### config.mk
export PLATFORM = sky130hd
export DESIGN_NAME = uart_rx_param
export DESIGN_NICKNAME = d
export VERILOG_FILES = /design/src/rtl/uart_pkg.sv /design/src/rtl/uart_baud_tick.sv /design/src/rtl/uart_rx_param.sv
export SDC_FILE = /design/constraint.sdc
export NUM_CORES = 1
export LEC_CHECK = 0
export BUFFER_PORTS_ARGS = -buffer_cell sky130_fd_sc_hd__buf_2
export CAP_MARGIN = 5
export CORE_ASPECT_RATIO = 2
export CORE_MARGIN = 2
export CORE_UTILIZATION = 30
export CTS_CLUSTER_DIAMETER = 200
export DETAILED_ROUTE_END_ITERATION = 12
export MAX_ROUTING_LAYER = met4
export SYNTH_ARGS = -nofsm -noshare
export SYNTH_HDL_FRONTEND = slang
export SYNTH_SLANG_ARGS = --single-unit
### constraint.sdc
create_clock -name clk -period 1.97 [get_ports clk]
set_input_delay 0.394 -clock clk [delete_from_list [all_inputs] [get_ports clk]]
set_output_delay 0.394 -clock clk [all_outputs]
set_load 0.02 [all_outputs]
### src/rtl/uart_pkg.sv
// Shared types and helpers for the parametrised UART blocks.
package uart_pkg;

    typedef enum logic [1:0] {PAR_NONE, PAR_EVEN, PAR_ODD} parity_mode_t;

    typedef enum logic [2:0] {
        RX_IDLE,
        RX_START,
        RX_DATA,
        RX_PARITY,
        RX_STOP,
        RX_BRK_WAIT
    } rx_state_t;

    typedef enum logic [1:0] {HS_EMPTY, HS_VALID, HS_HANDSHAKE} hs_state_t;

    // Clocks per oversample tick, rounded to nearest, never below 1.
    function automatic int calc_div(input int clk_freq, input int baud, input int oversample);
        int den;
        int d;
        den = baud * oversample;
        d   = (clk_freq + den / 2) / den;
        return (d < 1) ? 1 : d;
    endfunction

endpackage

### src/rtl/uart_baud_tick.sv
// Oversample tick generator: one-clk pulse every DIV clks, held in phase while clr is high.
module uart_baud_tick #(
    parameter int DIV = 1
) (
    input  logic clk,
    input  logic Reset,
    input  logic clr,
    output logic tick
);

    localparam int CW = (DIV > 1) ? $clog2(DIV) : 1;

    logic [CW-1:0] cnt;

    always_ff @(posedge clk or posedge Reset) begin
        if (Reset)
            cnt <= '0;
        else if (clr || cnt == CW'(DIV - 1))
            cnt <= '0;
        else
            cnt <= cnt + CW'(1);
    end

    assign tick = !clr && (cnt == CW'(DIV - 1));

endmodule

### src/rtl/uart_rx_param.sv
// Parametrised UART receiver: 3-sample majority vote, break detection and a
// one-word holding register released through a four-phase Receive/Received handshake.
module uart_rx_param
    import uart_pkg::*;
#(
    parameter int           CLK_FREQ    = 100_000_000,
    parameter int           BAUD        = 115_200,
    parameter int           OVERSAMPLE  = 16,
    parameter int           DATA_BITS   = 8,
    parameter parity_mode_t PARITY_MODE = PAR_ODD,
    parameter int           STOP_BITS   = 1
) (
    input  logic                 clk,
    input  logic                 Reset,
    input  logic                 Sin,
    input  logic                 Received,
    output logic                 Receive,
    output logic [DATA_BITS-1:0] Dout,
    output logic                 parityErr,
    output logic                 frameErr,
    output logic                 overrun,
    output logic                 breakDet
);

    localparam int DIV   = calc_div(CLK_FREQ, BAUD, OVERSAMPLE);
    localparam int TW    = $clog2(OVERSAMPLE);
    localparam int BW    = $clog2(DATA_BITS);
    localparam int S_LO  = OVERSAMPLE / 2 - 1;
    localparam int S_MID = OVERSAMPLE / 2;
    localparam int S_HI  = OVERSAMPLE / 2 + 1;
    localparam int S_END = OVERSAMPLE - 1;
    localparam logic LAST_STOP = 1'(STOP_BITS - 1);

    typedef struct packed {
        logic [DATA_BITS-1:0] data;
        logic                 perr;
        logic                 ferr;
    } rx_word_t;

    logic sin_m, sin_s;

    always_ff @(posedge clk or posedge Reset) begin
        if (Reset) begin
            sin_m <= 1'b1;
            sin_s <= 1'b1;
        end else begin
            sin_m <= Sin;
            sin_s <= sin_m;
        end
    end

    rx_state_t rx_state;
    logic      tick, tick_clr;

    assign tick_clr = (rx_state == RX_IDLE);

    uart_baud_tick #(.DIV(DIV)) u_tick (
        .clk   (clk),
        .Reset (Reset),
        .clr   (tick_clr),
        .tick  (tick)
    );

    logic [TW-1:0]        tcnt;
    logic [BW-1:0]        bcnt;
    logic                 scnt;
    logic                 v_lo, v_mid;
    logic [DATA_BITS-1:0] shreg;
    logic                 pbit, perr_pend, ferr_pend;
    logic                 fr_done;
    rx_word_t             fr_word;

    logic vote, at_vote, at_end, exp_par, brk_cond;

    // Third sample is the live synchronised value; the first two were latched earlier.
    assign vote     = (v_lo & v_mid) | (v_lo & sin_s) | (v_mid & sin_s);
    assign at_vote  = tick && (tcnt == TW'(S_HI));
    assign at_end   = tick && (tcnt == TW'(S_END));
    assign exp_par  = (PARITY_MODE == PAR_EVEN) ? ^shreg : ~^shreg;
    assign brk_cond = (shreg == '0) && (PARITY_MODE == PAR_NONE || !pbit) && !vote;

    always_ff @(posedge clk or posedge Reset) begin
        if (Reset) begin
            rx_state  <= RX_IDLE;
            tcnt      <= '0;
            bcnt      <= '0;
            scnt      <= 1'b0;
            v_lo      <= 1'b1;
            v_mid     <= 1'b1;
            shreg     <= '0;
            pbit      <= 1'b0;
            perr_pend <= 1'b0;
            ferr_pend <= 1'b0;
            fr_done   <= 1'b0;
            fr_word   <= '0;
            breakDet  <= 1'b0;
        end else begin
            fr_done  <= 1'b0;
            breakDet <= 1'b0;
            if (tick && tcnt == TW'(S_LO))  v_lo  <= sin_s;
            if (tick && tcnt == TW'(S_MID)) v_mid <= sin_s;
            if (tick) tcnt <= (tcnt == TW'(S_END)) ? '0 : tcnt + TW'(1);
            case (rx_state)
                RX_IDLE: begin
                    if (!sin_s) begin
                        rx_state  <= RX_START;
                        tcnt      <= '0;
                        bcnt      <= '0;
                        scnt      <= 1'b0;
                        pbit      <= 1'b0;
                        perr_pend <= 1'b0;
                        ferr_pend <= 1'b0;
                    end
                end
                RX_START: begin
                    if (at_vote && vote)
                        rx_state <= RX_IDLE;
                    else if (at_end)
                        rx_state <= RX_DATA;
                end
                RX_DATA: begin
                    if (at_vote) shreg <= {vote, shreg[DATA_BITS-1:1]};
                    if (at_end) begin
                        if (bcnt == BW'(DATA_BITS - 1)) begin
                            bcnt     <= '0;
                            rx_state <= (PARITY_MODE == PAR_NONE) ? RX_STOP : RX_PARITY;
                        end else begin
                            bcnt <= bcnt + BW'(1);
                        end
                    end
                end
                RX_PARITY: begin
                    if (at_vote) begin
                        pbit      <= vote;
                        perr_pend <= (vote != exp_par);
                    end else if (at_end) begin
                        rx_state <= RX_STOP;
                    end
                end
                RX_STOP: begin
                    // The frame completes at the last vote of the final stop bit, not at bit end.
                    if (at_vote) begin
                        if (!scnt && brk_cond) begin
                            breakDet <= 1'b1;
                            rx_state <= RX_BRK_WAIT;
                        end else if (scnt == LAST_STOP) begin
                            fr_done      <= 1'b1;
                            fr_word.data <= shreg;
                            fr_word.perr <= perr_pend;
                            fr_word.ferr <= ferr_pend | !vote;
                            rx_state     <= RX_IDLE;
                        end else begin
                            ferr_pend <= ferr_pend | !vote;
                        end
                    end else if (at_end) begin
                        scnt <= scnt + 1'b1;
                    end
                end
                RX_BRK_WAIT: begin
                    if (sin_s) rx_state <= RX_IDLE;
                end
                default: rx_state <= RX_IDLE;
            endcase
        end
    end

    hs_state_t hs_state;
    rx_word_t  held;

    always_ff @(posedge clk or posedge Reset) begin
        if (Reset) begin
            hs_state <= HS_EMPTY;
            held     <= '0;
            Receive  <= 1'b0;
            overrun  <= 1'b0;
        end else begin
            case (hs_state)
                HS_EMPTY: begin
                    if (fr_done) begin
                        held     <= fr_word;
                        hs_state <= HS_VALID;
                        Receive  <= 1'b1;
                    end
                end
                HS_VALID: begin
                    if (fr_done) overrun <= 1'b1;
                    if (Received) begin
                        hs_state <= HS_HANDSHAKE;
                        Receive  <= 1'b0;
                    end
                end
                HS_HANDSHAKE: begin
                    // Consumer already released: a completion here is a fresh load, not a drop.
                    if (!Received) begin
                        if (fr_done) begin
                            held     <= fr_word;
                            hs_state <= HS_VALID;
                            Receive  <= 1'b1;
                        end else begin
                            hs_state <= HS_EMPTY;
                            overrun  <= 1'b0;
                        end
                    end else if (fr_done) begin
                        overrun <= 1'b1;
                    end
                end
                default: hs_state <= HS_EMPTY;
            endcase
        end
    end

    assign Dout      = held.data;
    assign parityErr = held.perr;
    assign frameErr  = held.ferr;

endmodule

==> flow_metrics.env <==
export IMPL_synth_top_area_cell="dfrtp_1"
export IMPL_detail_route_drc_violations=0
export IMPL_nFillCells=893
export IMPL_register_area_um2=1460
export IMPL_area_of_the_multi_input_gates_um2=1200
export IMPL_synth_ff_latch_count=58
export IMPL_cp_data_arrival_time_ps=2090
export IMPL_finalWirelength_um=5280
export IMPL_timing_final_max_slew_violations=0
export IMPL_place_port_buffers=16
export IMPL_final_nets=299
export IMPL_synthesis_instances=255
export IMPL_firstDrtPassIters=4
export IMPL_postCtsSetupBuffers=0
export IMPL_post_synthesis_cell_type_count=46
export IMPL_cp_data_required_time_ps=2180
export IMPL_tritoncts_clock_tree="yes"
export IMPL_critPathKind="register to register"
export IMPL_number_of_enable_type_register_cells_in_the_synthesized_netlist=0
export IMPL_critical_path_reg2reg_endpoint="pbit$_DFFE_PP0P_"
export IMPL_core_area_um2=9010
export IMPL_worstSetupEndpointType="register"
export IMPL_post_dp_hpwl_um=3990
export IMPL_setup_repair_after_global_routing_missed_its_margin="true"
export IMPL_yosys_most_used_dff="dfrtp_1"
export IMPL_internal_power_uw=2150
export IMPL_floorplan_die_area_um2=10100
export IMPL_switching_share=0.196
export IMPL_via_count_of_the_first_global_routing_pass=1983
export IMPL_power_combinational_fraction=0.013
export IMPL_critical_path_slowest_cell="dfrtp_1"
export IMPL_placed_cell_area_um2=3030
export IMPL_vdd_ir_drop_worst_v=0.000408
export IMPL_holdBufCountCts=0
export IMPL_yosys_area_top_type_share=0.485
export IMPL_yosysSeqAreaShare=0.523
export IMPL_fmax_mhz=533
export IMPL_htree_depth=3
export IMPL_critPathMaxStageDelay_ps=390
export IMPL_initial_core_util=0.309
export IMPL_clk_insertion_delay_late_ps=330
export IMPL_clock_sinks=58
export IMPL_max_cap_viol_count=0
export IMPL_num_io_pins=17
export IMPL_layout_cells_most_common="dfrtp_1"
export IMPL_power_net_switching_uw=524
export IMPL_timing_max_slew_rel_slack=0.697
export IMPL_start_kind="register"
export IMPL_utilization=0.369
export IMPL_synth_top_cells_by_area="dfrtp_1 49%, mux2_2 8.9%, ha_1 4.9%, dfstp_2 3.8%, nand2_1 3.8%"
export IMPL_synth_warning_count=0
export IMPL_num_rows=49
export IMPL_diodes=0
export IMPL_crit_chain="inv_1 -> ha_1 -> and4_1 -> nand3_1 -> buf_4 -> or3_1 -> mux2_2"
export IMPL_synth_async_reset_ratio=1.00
export IMPL_fin_area_um2=3320
export IMPL_average_wire_per_standard_cell_um=13.5
export IMPL_hold_viol_final=0
export IMPL_cts_resized=0
export IMPL_r2r_worst_path_cells=7
export IMPL_synthesis_nets=270
export IMPL_p_per_area_nw_per_um2=806
export IMPL_timing_final_crit_period_ps=1870
export IMPL_reg2reg_slack_ps=100
export IMPL_dr_total_vias=1895
export IMPL_synth_area_um2=2780
export IMPL_final_layout_size_suffix_gt1_frac=0.266
export IMPL_timing_rr_start="u_tick.cnt[1]$_DFF_PP0_"
export IMPL_track_usage=0.125
export IMPL_die_height_um=140
export IMPL_syn_to_final_growth_pct=19.4
export IMPL_grt_antenna_before_repair=0
export IMPL_fin_skew_ps=4.88
export IMPL_worst_slew_pin_transition_ps=452
export IMPL_grt_pass1_wl_um=9140
export IMPL_share_clk_of_total_power=0.538
export IMPL_globalRouteOverflowTotal=0
export IMPL_power_leakage_uw=0.00157
export IMPL_gpl_final_weighted_congestion=0.881
export IMPL_drt_vias_per_instance=4.85
export IMPL_power_sequential_fraction=0.448
export IMPL_die_width_um=72.1
export IMPL_finalSetupViolations=0
export IMPL_drt_iter0_markers=97
export IMPL_clk_pin_slew_ps=50
export IMPL_worst_hold_path_type="input port to asynchronous set/reset pin"
export IMPL_grt_start_max_net_pins=59
export IMPL_route_antenna_remaining_nets=0
export IMPL_most_common_layout_cells="54 x dfrtp_1, 28 x nand2_1, 22 x mux2_2, 19 x nor2_1"
export IMPL_share_of_the_cycle_needed_by_the_critical_path_after_routing=0.952
export IMPL_critPathMaxFanout=7
export IMPL_post_synth_cell_area_avg_um2=10.9
export IMPL_outcome="complete, no violations"
export IMPL_clock_tree_root_cell="clkbuf_16"
export IMPL_clock_tree_buffer_depth=2
export IMPL_cts_bufs_inserted=9
[power groups by stage]
stage | Sequential, uW | Combinational, uW | Clock (uW)
2_1_floorplan | 1220 | 22.7 | 0
3_3_place_gp | 1220 | 36.5 | 0
3_5_place_dp | 1220 | 37.5 | 0
4_1_cts | 1200 | 37.5 | 1490
5_1_grt | 1200 | 41.3 | 1540
6_report | 1200 | 35.5 | 1440
[metrics by stage]
stage          TNS [ps]  hold slack, ps  cells  worst slack, ps  power (uW)
6_report              0             113    391             95.4        2680
5_1_grt           -3.66             143    391            -2.49        2780
4_1_cts               0             122    391             28.8        2730
3_5_place_dp          0             364    375             42.8        1260
3_3_place_gp          0             362    375             63.6        1260
2_1_floorplan         0             345    255             97.0        1240
[cell usage after synthesis (2+ instances only)]
cell	count
o21ai_0	17
nand3b_1	3
a21o_1	2
and3_1	3
clkbuf_1	4
xnor2_1	9
or3_1	2
dfstp_2	4
a21oi_1	11
nor3b_1	2
dfrtp_1	54
xor2_1	3
nand3_1	5
nor2_1	19
inv_1	16
mux2_1	4
nand2b_1	4
mux2_2	22
buf_6	4
nand4_1	2
ha_1	11
nand2_1	28
nor3_1	3
[kinds of logic (layout without fill, tap and decap cells)]
kind of cell,after synthesis,count (layout),synth area share
adder cells (fa/ha/maj),12,12,0.0530
AND/OR/NAND/NOR,83,83,0.154
AO/OA/AOI/OAI,38,38,0.0795
XOR/XNOR,12,12,0.0378
multiplexers,26,26,0.105
buffers and inverters,26,60,0.0476
flip-flops,58,58,0.523
[flip-flops by register name, indices dropped and copies added (netlist names), 2 cells and up]
register	count
Dout	8
bcnt	3
fr_word	10
hs_state	2
rx_state	3
shreg	8
tcnt	4
u_tick.cnt	6
[per-layer routing]
layer  GRT usage  up-vias  wire, um
met5           -        -         0
met4      0.0854        0       269
met3      0.0403       20       202
met2       0.216       32      2990
met1       0.110      914      1820
li1            -      929         -
[final cells by class]
type | instances | share of cell area
Clock inverter | 2 | 0.00301
Timing Repair Buffer | 28 | 0.0587
Tap cell | 102 | 0.0384
Multi-Input combinational cell | 171 | 0.361
Clock buffer | 14 | 0.0825
Sequential cell | 58 | 0.438
Inverter | 16 | 0.0181
[worst max-delay path, delay by kind of cell, from the launching register on]
kind                     cells  cell delay (ps)
buffers and inverters        2              240
AND/OR/NAND/NOR              3              700
multiplexers                 1              280
adder cells (fa/ha/maj)      1              150
flip-flops                   1              390
[worst max path at each step]
stage	start	end	slack, ps	cells after the start
4_1_cts	tcnt[0]$_DFF_PP0_	rx_state[2]$_DFFE_PP0P_	30	6
3_3_place_gp	tcnt[0]$_DFF_PP0_	rx_state[2]$_DFFE_PP0P_	60	6
2_1_floorplan	rx_state[1]$_DFFE_PP0P_	rx_state[0]$_DFFE_PP0P_	100	7
3_5_place_dp	tcnt[0]$_DFF_PP0_	rx_state[2]$_DFFE_PP0P_	40	6
5_1_grt	u_tick.cnt[1]$_DFF_PP0_	rx_state[2]$_DFFE_PP0P_	-2	8
6_report	u_tick.cnt[1]$_DFF_PP0_	pbit$_DFFE_PP0P_	100	7
(Power assumes the default switching activity.)
